[src/rtl/sm_display_scan_pkg.sv]
// sm_display_scan_pkg: segment codes, conversion FSM states and BCD helpers for the display stage
package sm_display_scan_pkg;
  typedef enum logic [1:0] {CONV_IDLE, CONV_LOAD, CONV_SHIFT, CONV_DONE} conv_state_t;
  localparam logic [6:0] SEG_BLANK = 7'b1111111;
  localparam logic [6:0] SEG_MINUS = 7'b1111110;
  localparam logic [6:0] SEG_0 = 7'b0000001;
  localparam logic [6:0] SEG_1 = 7'b1001111;
  localparam logic [6:0] SEG_2 = 7'b0010010;
  localparam logic [6:0] SEG_3 = 7'b0000110;
  localparam logic [6:0] SEG_4 = 7'b1001100;
  localparam logic [6:0] SEG_5 = 7'b0100100;
  localparam logic [6:0] SEG_6 = 7'b0100000;
  localparam logic [6:0] SEG_7 = 7'b0001111;
  localparam logic [6:0] SEG_8 = 7'b0000000;
  localparam logic [6:0] SEG_9 = 7'b0000100;
  function automatic logic [6:0] seg_digit(input logic [3:0] d);
    case (d)
      4'd0: return SEG_0;
      4'd1: return SEG_1;
      4'd2: return SEG_2;
      4'd3: return SEG_3;
      4'd4: return SEG_4;
      4'd5: return SEG_5;
      4'd6: return SEG_6;
      4'd7: return SEG_7;
      4'd8: return SEG_8;
      4'd9: return SEG_9;
      default: return SEG_BLANK;
    endcase
  endfunction
  function automatic logic [3:0] add3(input logic [3:0] n);
    return n >= 4'd5 ? n + 4'd3 : n;
  endfunction
endpackage

[src/rtl/sm_display_scan_bin2bcd_seq.sv]
// bin2bcd_seq: sequential double-dabble converter, one shift per cycle with start/busy/done handshake
module bin2bcd_seq
  import sm_display_scan_pkg::*;
#(
  parameter int MAG_W = 8
) (
  input  logic             clk,
  input  logic             reset,
  input  logic             start,
  input  logic [MAG_W-1:0] bin,
  output logic             busy,
  output logic             load,
  output logic             done,
  output logic [11:0]      bcd
);
  localparam int CW = $clog2(MAG_W + 1);
  conv_state_t state, state_nxt;
  logic [MAG_W-1:0] sr;
  logic [CW-1:0] cnt;
  logic [11:0] adj;
  always_ff @(posedge clk or negedge reset)
    if (!reset) state <= CONV_IDLE;
    else state <= state_nxt;
  always_comb begin
    state_nxt = state == CONV_IDLE  ? (start ? CONV_LOAD : CONV_IDLE) :
                state == CONV_LOAD  ? CONV_SHIFT :
                state == CONV_SHIFT ? (cnt == CW'(MAG_W - 1) ? CONV_DONE : CONV_SHIFT) :
                CONV_IDLE;
    busy = state != CONV_IDLE;
    load = state == CONV_LOAD;
    done = state == CONV_DONE;
    adj  = {add3(bcd[11:8]), add3(bcd[7:4]), add3(bcd[3:0])};
  end
  // adjust-then-shift moves the next binary bit into the BCD units nibble
  always_ff @(posedge clk or negedge reset)
    if (!reset) begin
      sr  <= '0;
      bcd <= '0;
      cnt <= '0;
    end else if (load) begin
      sr  <= bin;
      bcd <= '0;
      cnt <= '0;
    end else if (state == CONV_SHIFT) begin
      {bcd, sr} <= {adj[10:0], sr, 1'b0};
      cnt <= cnt + CW'(1);
    end
endmodule

[src/rtl/sm_display_scan.sv]
// sm_display_scan: converts sign/magnitude to BCD and multiplexes it onto a 4-digit common-anode display
module sm_display_scan
  import sm_display_scan_pkg::*;
#(
  parameter int MAG_W          = 8,
  parameter int REFRESH_CYCLES = 100_000
) (
  input  logic             clk,
  input  logic             reset,
  input  logic [MAG_W-1:0] mag,
  input  logic             sign,
  output logic [0:6]       seg,
  output logic [3:0]       an
);
  localparam int RW = $clog2(REFRESH_CYCLES + 1);
  logic [MAG_W:0] last;
  logic pending, start, busy, load, done;
  logic [11:0] bcd;
  logic [6:0] disp [4];
  logic [RW-1:0] rcnt;
  logic [1:0] idx;
  assign start = !busy && (pending || {sign, mag} != last);
  bin2bcd_seq #(.MAG_W(MAG_W)) u_conv (
    .clk(clk), .reset(reset), .start(start), .bin(mag),
    .busy(busy), .load(load), .done(done), .bcd(bcd)
  );
  always_ff @(posedge clk or negedge reset)
    if (!reset) begin
      last    <= '0;
      pending <= 1'b1;
    end else if (load) begin
      last    <= {sign, mag};
      pending <= 1'b0;
    end
  // all four slots update together so a frame never mixes two values
  always_ff @(posedge clk or negedge reset)
    if (!reset) begin
      for (int i = 0; i < 4; i++) disp[i] <= SEG_BLANK;
    end else if (done) begin
      disp[0] <= seg_digit(bcd[3:0]);
      disp[1] <= bcd[11:4] == 8'd0 ? SEG_BLANK : seg_digit(bcd[7:4]);
      disp[2] <= bcd[11:8] == 4'd0 ? SEG_BLANK : seg_digit(bcd[11:8]);
      disp[3] <= last[MAG_W] && bcd != 12'd0 ? SEG_MINUS : SEG_BLANK;
    end
  always_ff @(posedge clk or negedge reset)
    if (!reset) begin
      rcnt <= '0;
      idx  <= '0;
      an   <= 4'b1111;
      seg  <= SEG_BLANK;
    end else begin
      rcnt <= rcnt == RW'(REFRESH_CYCLES - 1) ? '0 : rcnt + RW'(1);
      idx  <= rcnt == RW'(REFRESH_CYCLES - 1) ? idx + 2'd1 : idx;
      an   <= ~(4'b0001 << idx);
      seg  <= disp[idx];
    end
endmodule
[config.mk]
export PLATFORM = sky130hd
export DESIGN_NAME = sm_display_scan
export DESIGN_NICKNAME = d
export VERILOG_FILES = /design/src/rtl/sm_display_scan_pkg.sv /design/src/rtl/sm_display_scan_bin2bcd_seq.sv /design/src/rtl/sm_display_scan.sv
export SDC_FILE = /design/constraint.sdc
export NUM_CORES = 1
export LEC_CHECK = 0
export CAP_MARGIN = 20
export CORE_MARGIN = 1
export CORE_UTILIZATION = 50
export DETAILED_ROUTE_END_ITERATION = 10
export PLACE_DENSITY = 0.77
export SETUP_SLACK_MARGIN = 0.15
export SYNTH_ARGS = -nofsm -noshare
export SYNTH_HDL_FRONTEND = slang
export SYNTH_HIERARCHICAL = 1
export SYNTH_SLANG_ARGS = --single-unit
[constraint.sdc]
create_clock -name clk -period 1.8 [get_ports clk]
set_input_delay 0.27 -clock clk [delete_from_list [all_inputs] [get_ports clk]]
set_output_delay 0.27 -clock clk [all_outputs]
set_load 0.1 [all_outputs]
== Word level (Yosys, flattened, before mapping) ==
Memories as Yosys holds them, arrays and structs flattened. A register that Yosys moved wholly into a read port is not among the register bits.
Cells that the tools add are included.
Widths: inputs -> output; s select.

* Add/sub/neg operators: 6
* $mul: 0
* Div/mod/pow operators: 0
* Order comparisons: 4
* Equal/unequal tests: 6
* Shift operators: 1
* Mux-type cells: 21
* Bitwise logic cells: 2
* Reductions and logical operators: 11

{| class="wikitable"
|+ Operators with widths
! cell !! number
|-
| $mux 7 || 4
|-
| $mux 12 || 2
|-
| $add 17x1->17 const B || 1
|-
| $eq 17x17->1 const B || 1
|-
| $mux 17 || 1
|-
| $mux 4 || 4
|-
| $mux 8 || 2
|-
| $bmux 7 s2 || 1
|-
| $ge 4x3->1 const B || 3
|-
| $reduce_bool 12->1 || 1
|-
| $ne 9x9->1 || 1
|-
| $add 4x2->4 const B || 2
|-
| $logic_not 8->1 || 1
|-
| $mux 2 || 3
|-
| $add 4x1->4 const B || 1
|-
| $eq 2x2->1 const B || 2
|-
| $eq 4x3->1 const B || 1
|-
| $logic_not 4->1 || 1
|-
| $not 4->4 || 1
|-
| $reduce_bool 2->1 || 2
|-
| $shl 1x2->4 const A || 1
|-
| $add 3x2->3 const B || 1
|-
| $ge 3x3->1 const B || 1
|-
| $mux 1 || 3
|-
| 8 further kinds || 10
|}

* Flip-flop bits (word level): 87
* Bits in latches: 0
* Memory bits (writable): 0
* Bits in read-only memories: 336
* Input port bits: 11
* Output and inout port bits: 11
* Logic and storage cells: 67
* Memories kept: 3

{| class="wikitable"
|+ Memory list
! name !! words !! width !! rd ports !! clocked after Yosys merged registers in !! write ports !! line !! RTL
|-
| (no name shown) || 16 || 7 || 1 || 1 || 0 || sm_display_scan_pkg.sv:17 || <nowiki>case (d)</nowiki>
|-
| (no name shown) || 16 || 7 || 1 || 0 || 0 || sm_display_scan_pkg.sv:17 ||
|-
| (no name shown) || 16 || 7 || 1 || 0 || 0 || sm_display_scan_pkg.sv:17 ||
|}

== Depth between registers and ports, before layout ==
* Word-level depth: 5
* Mapped depth: 7
* Mapped depth without buffers: 6

== Cells and area by module ==
Netlist, hierarchy kept.

{| class="wikitable"
|+ By module, submodules not included
! module !! times used !! cells an instance !! area each (um^2) !! sequential area each (um^2)
|-
| sm_display_scan || 1 || 298 || 3229.3 || 1594.0
|-
| bin2bcd_seq || 1 || 132 || 1413.9 || 650.6
|}

== Least setup slack after synthesis ==
No wires, ideal clock.

* Path kind: register to register
* Start point: register u_conv.bcd[10]
* End point: register disp[0] (netlist name)
* Library setup time: 0.077 ns
* Arrival: 1.586 ns
* Data required time: 1.723 ns
* Path slack: 0.137 ns
* Cell stages (with the launch flop): 6
* Path buffers: 1
* Clock period less this slack: 1.663 ns
* Cell sequence: dfrtp_1 buf_6 nor4_2 nand3_1 or4b_1 a31oi_1

* Longest elaborated chain between the ends: 3

{| class="wikitable"
|+ RTL lines
! element !! line !! RTL
|-
| start, declared || sm_display_scan_bin2bcd_seq.sv:14 || <nowiki>output logic [11:0] bcd</nowiki>
|-
| start signal, assigned || sm_display_scan_bin2bcd_seq.sv:45 || <nowiki>{bcd, sr} <= {adj[10:0], sr, 1'b0};</nowiki>
|-
| $reduce_bool 12->1 || sm_display_scan.sv:43 || <nowiki>disp[3] <= last[MAG_W] && bcd != 12'd0 ? SEG_MINUS : SEG_BLANK;</nowiki>
|-
| $logic_and 1x1->1 || sm_display_scan.sv:43 ||
|-
| $mux 1 || sm_display_scan.sv:43 ||
|-
| end, declared || sm_display_scan.sv:19 || <nowiki>logic [6:0] disp [4];</nowiki>
|}

No other way between the ends.
A chain may end at the register's enable or synchronous reset.

== Final worst setup path ==
* Start point: register rcnt[0]
* End point: register idx[1]

* Longest elaborated chain between the ends: 1

{| class="wikitable"
|+ RTL lines
! element !! line !! RTL
|-
| start, declared || sm_display_scan.sv:20 || <nowiki>logic [RW-1:0] rcnt;</nowiki>
|-
| start signal, assigned || sm_display_scan.sv:52 || <nowiki>rcnt <= rcnt == RW'(REFRESH_CYCLES - 1) ? '0 : rcnt + RW'(1);</nowiki>
|-
| $eq 17x17->1 || sm_display_scan.sv:53 || <nowiki>idx <= rcnt == RW'(REFRESH_CYCLES - 1) ? idx + 2'd1 : idx;</nowiki>
|-
| end signal, assigned || sm_display_scan.sv:53 ||
|-
| end, declared || sm_display_scan.sv:21 || <nowiki>logic [1:0] idx;</nowiki>
|}

No other way between the ends.

==> impl_metrics.csv <==
group,metric,value,unit
layout,area_delta_synth_final,17.7,%
logic_synthesis,avgSynthCellArea,10.8,um^2
run,maxCapViolCount,0,
logic_synthesis,synth-seq-area-share,0.483,
logic_synthesis,netlist.area_leader.share,0.291,
placed_design,dp_hpwl,6060,um
worst_setup_path,worstReg2RegStart,"rcnt[0]",
routing,firstDrtPassIters,6,
clocking,clkTransAtPathRegs,0.10,ns
logic_synthesis,synth_seq_cells,88,
worst_setup_path,crit_chain,"ha_1 -> and4_1 -> nand4_1 -> mux2_2",
timing,rsz0062_at_grt,"true",
placed_design,placed_cells_incl_taps,558,
logic_synthesis,syn_area,4640,um^2
global_route,grt_most_used_layer,"met2",
timing,fin_skew,0.00947,ns
routing,wl_per_cell,14.5,um
layout,final_cells,582,
logic_synthesis,synth_area_leaders,"dfrtp_1 (29%), dfstp_2 (19%), ha_1 (8.4%)",
floorplanning,dieArea,9680,um^2
routing,vias,3169,
run_status,status,"complete, no violations",
worst_setup_path,crit_type,"flop to flop",
global_route,grtUsageTotal,0.188,
worst_setup_path,cpPeakStageDelay,0.43,ns
worst_setup_path,arrival,1.85,ns
layout,drive_above_1_share,0.247,
floorplanning,die-height,98.4,um
routing,routed_wl,8440,um
power,leakage,2.30,nW
clocking,clkLatencyLatePin,0.37,ns
worst_setup_path,rrSetupSlack,0.20,ns
layout,antennaDiodeCount,0,
timing,setup_violations,0,
clocking,htree_levels,3,
timing,fin_crit_sh,0.888,
placed_design,io_buffers,21,
global_route,grt_use_met3,0.0401,
placed_design,place_congestion,0.758,
routing,vias_per_cell,5.45,
worst_setup_path,crit_required,2.05,ns
clocking,root_buffer,"clkbuf_8",
floorplanning,die_w,98.4,um
worst_setup_path,path_max_fanout,4,
logic_synthesis,synth.distinct_cells,55,
timing,hold_viol,0,
timing,layout_min_cycle_time,1.60,ns
logic_synthesis,synthFlopType,"dfrtp_1",
logic_synthesis,synthCells,430,
worst_setup_path,cp-start-kind,"flop",
routing,drc_errors,0,
floorplanning,initial_core_util,0.525,
power,total_power,9.45,mW
worst_setup_path,regToRegEndpoint,"idx[1]",
global_route,grt_util_met2,0.316,
floorplanning,std_cell_rows,34,
worst_hold_path,hold_class,"input pin to async pin",
timing,fin_setup_tns,0,ns
clocking,cts_tree,"built",
timing,worst_pin_slew,0.503,ns
global_route,grt_start_max_net_pins,39,
worst_setup_path,worst_setup_path_end_kind,"flop",
layout,nets,511,
timing,drv_slew,0,
global_route,grt_pass1_wl,14500,um
clocking,cts_sinks,88,
worst_setup_path,worst-r2r-cell-count,4,
clocking,numCtsBuffers,9,
power,power-per-cell-area,1730,nW/um^2
global_route,overflow,0,
global_route,first_global_vias,3193,
routing,postRouteAntennaNets,0,
floorplanning,pin_count,22,
worst_setup_path,crit_slowest_cell,"dfrtp_1",
routing,drtIter0Drc,193,
logic_synthesis,ys_warn_count,6,
logic_synthesis,synth_edf_count,0,
clocking,clock_path_buffers,2,
logic_synthesis,yosysTopAreaCell,"dfrtp_1",
layout,postLayoutCoreUtil,0.618,
power,max-vdd-ir-drop,917,uV
global_route,grt_antenna_before_repair,0,
logic_synthesis,synth.most_common_cell,"dfrtp_1",
floorplanning,core_area,8850,um^2
timing,max_slew_margin,0.665,
logic_synthesis,synthTopCellsByCount,"dfrtp_1 (54), inv_1 (39), dfstp_2 (34), nor2_1 (34), ha_1 (31)",
global_route,met1_usage,0.241,
timing,hold_ws,0.415,ns
timing,fmax,625,MHz
logic_synthesis,synth_nets,472,
logic_synthesis,ys_async_sr_fraction,1.00,
cell type report:
class / count / area (um^2)
Tap cell: 108 / 135
Clock inverter: 7 / 110
Sequential cell: 88 / 2250
Multi-Input combinational cell: 286 / 2180
Inverter: 40 / 150
Clock buffer: 9 / 124
Fill cell: 717 / 3380
Timing Repair Buffer: 44 / 518
report_power, final:
| group | total [mW] | switching, mW | internal (mW) |
|---|---|---|---|
| logic | 4.38 | 2.45 | 1.93 |
| registers | 3.49 | 0.583 | 2.90 |
| clock network | 1.59 | 0.770 | 0.815 |
| total | 9.45 | 3.81 | 5.64 |
logic make-up after synthesis:
logic type / share of synthesized area
AO/OA/AOI/OAI: 0.131
flip-flops: 0.483
multiplexers: 0.0682
buffers and inverters: 0.0577
adder cells (fa/ha/maj): 0.0835
AND/OR/NAND/NOR: 0.122
XOR/XNOR: 0.0547
through the flow:
step                      instance area [um^2]  setup WS [ns]
after floorplan                           4640          0.167
after global placement                    5120          0.201
after detailed placement                  5120          0.130
after CTS                                 5400          0.144
after global routing                      5470         0.0841
final                                     5470          0.201
sequential cells by signal, summed over array words and instances (netlist names):
register / count
an: 4
disp: 22
idx: 2
last: 9
pending: 1
rcnt: 17
seg: 7
u_conv/bcd: 12
u_conv/cnt: 4
u_conv/sr: 8
u_conv/state: 2
layer usage:
metal / share of wire / up-vias
met3: 0.021 / 12
met4: 0.018 / 0
met5: 0 / -
met2: 0.50 / 45
li1: - / 1573
met1: 0.47 / 1539
how the worst max path moves through the flow:
| stage | start | endpoint | cells past startpoint |
|---|---|---|---|
| 3_3_place_gp | mag[0] | u_conv/state[0] | 6 |
| 6_report | rcnt[0] | idx[1] | 4 |
| 5_1_grt | rcnt[0] | idx[0] | 5 |
| 4_1_cts | u_conv/bcd[9] | disp[0] | 5 |
| 3_5_place_dp | u_conv/bcd[4] | disp[0] | 5 |
| 2_1_floorplan | u_conv/bcd[10] | disp[0] | 5 |
repair_timing:
action                                  4_1_cts  5_1_grt
endpoints found under the setup margin        2       16
hold endpoints to repair                     18        0
gates resized for setup                       4        9
pin swaps                                     0        2
buffers inserted                              4        3
hold buffers                                  1        0
cloned                                        0        0
worst max-delay path: cells and delay by family (launching register included):
family        cells  cell delay, ns
simple gates      2            0.44
flops             1            0.43
mux               1            0.36
fa+ha+maj         1            0.26
placed cells by master (no fill, tap or decap), types with 5 or more instances in the layout:
cell,netlist,final
buf_4,3,21
a31oi_1,5,5
nand3_1,13,12
o22a_1,11,11
nand4_1,5,5
nor3b_1,5,5
ha_1,31,28
nor2_1,34,34
dfstp_2,34,34
nand2_1,12,12
buf_12,0,13
mux2_2,11,11
nor3_1,7,7
mux2i_1,17,17
clkbuf_8,0,9
o22ai_1,6,6
a21oi_1,28,28
nand2b_1,7,7
xnor2_1,20,20
xor2_1,9,9
dfrtp_1,54,51
clkdlybuf4s50_1,0,9
inv_1,39,38
o21ai_0,18,18
No activity file was read; power rests on OpenSTA's default activity.
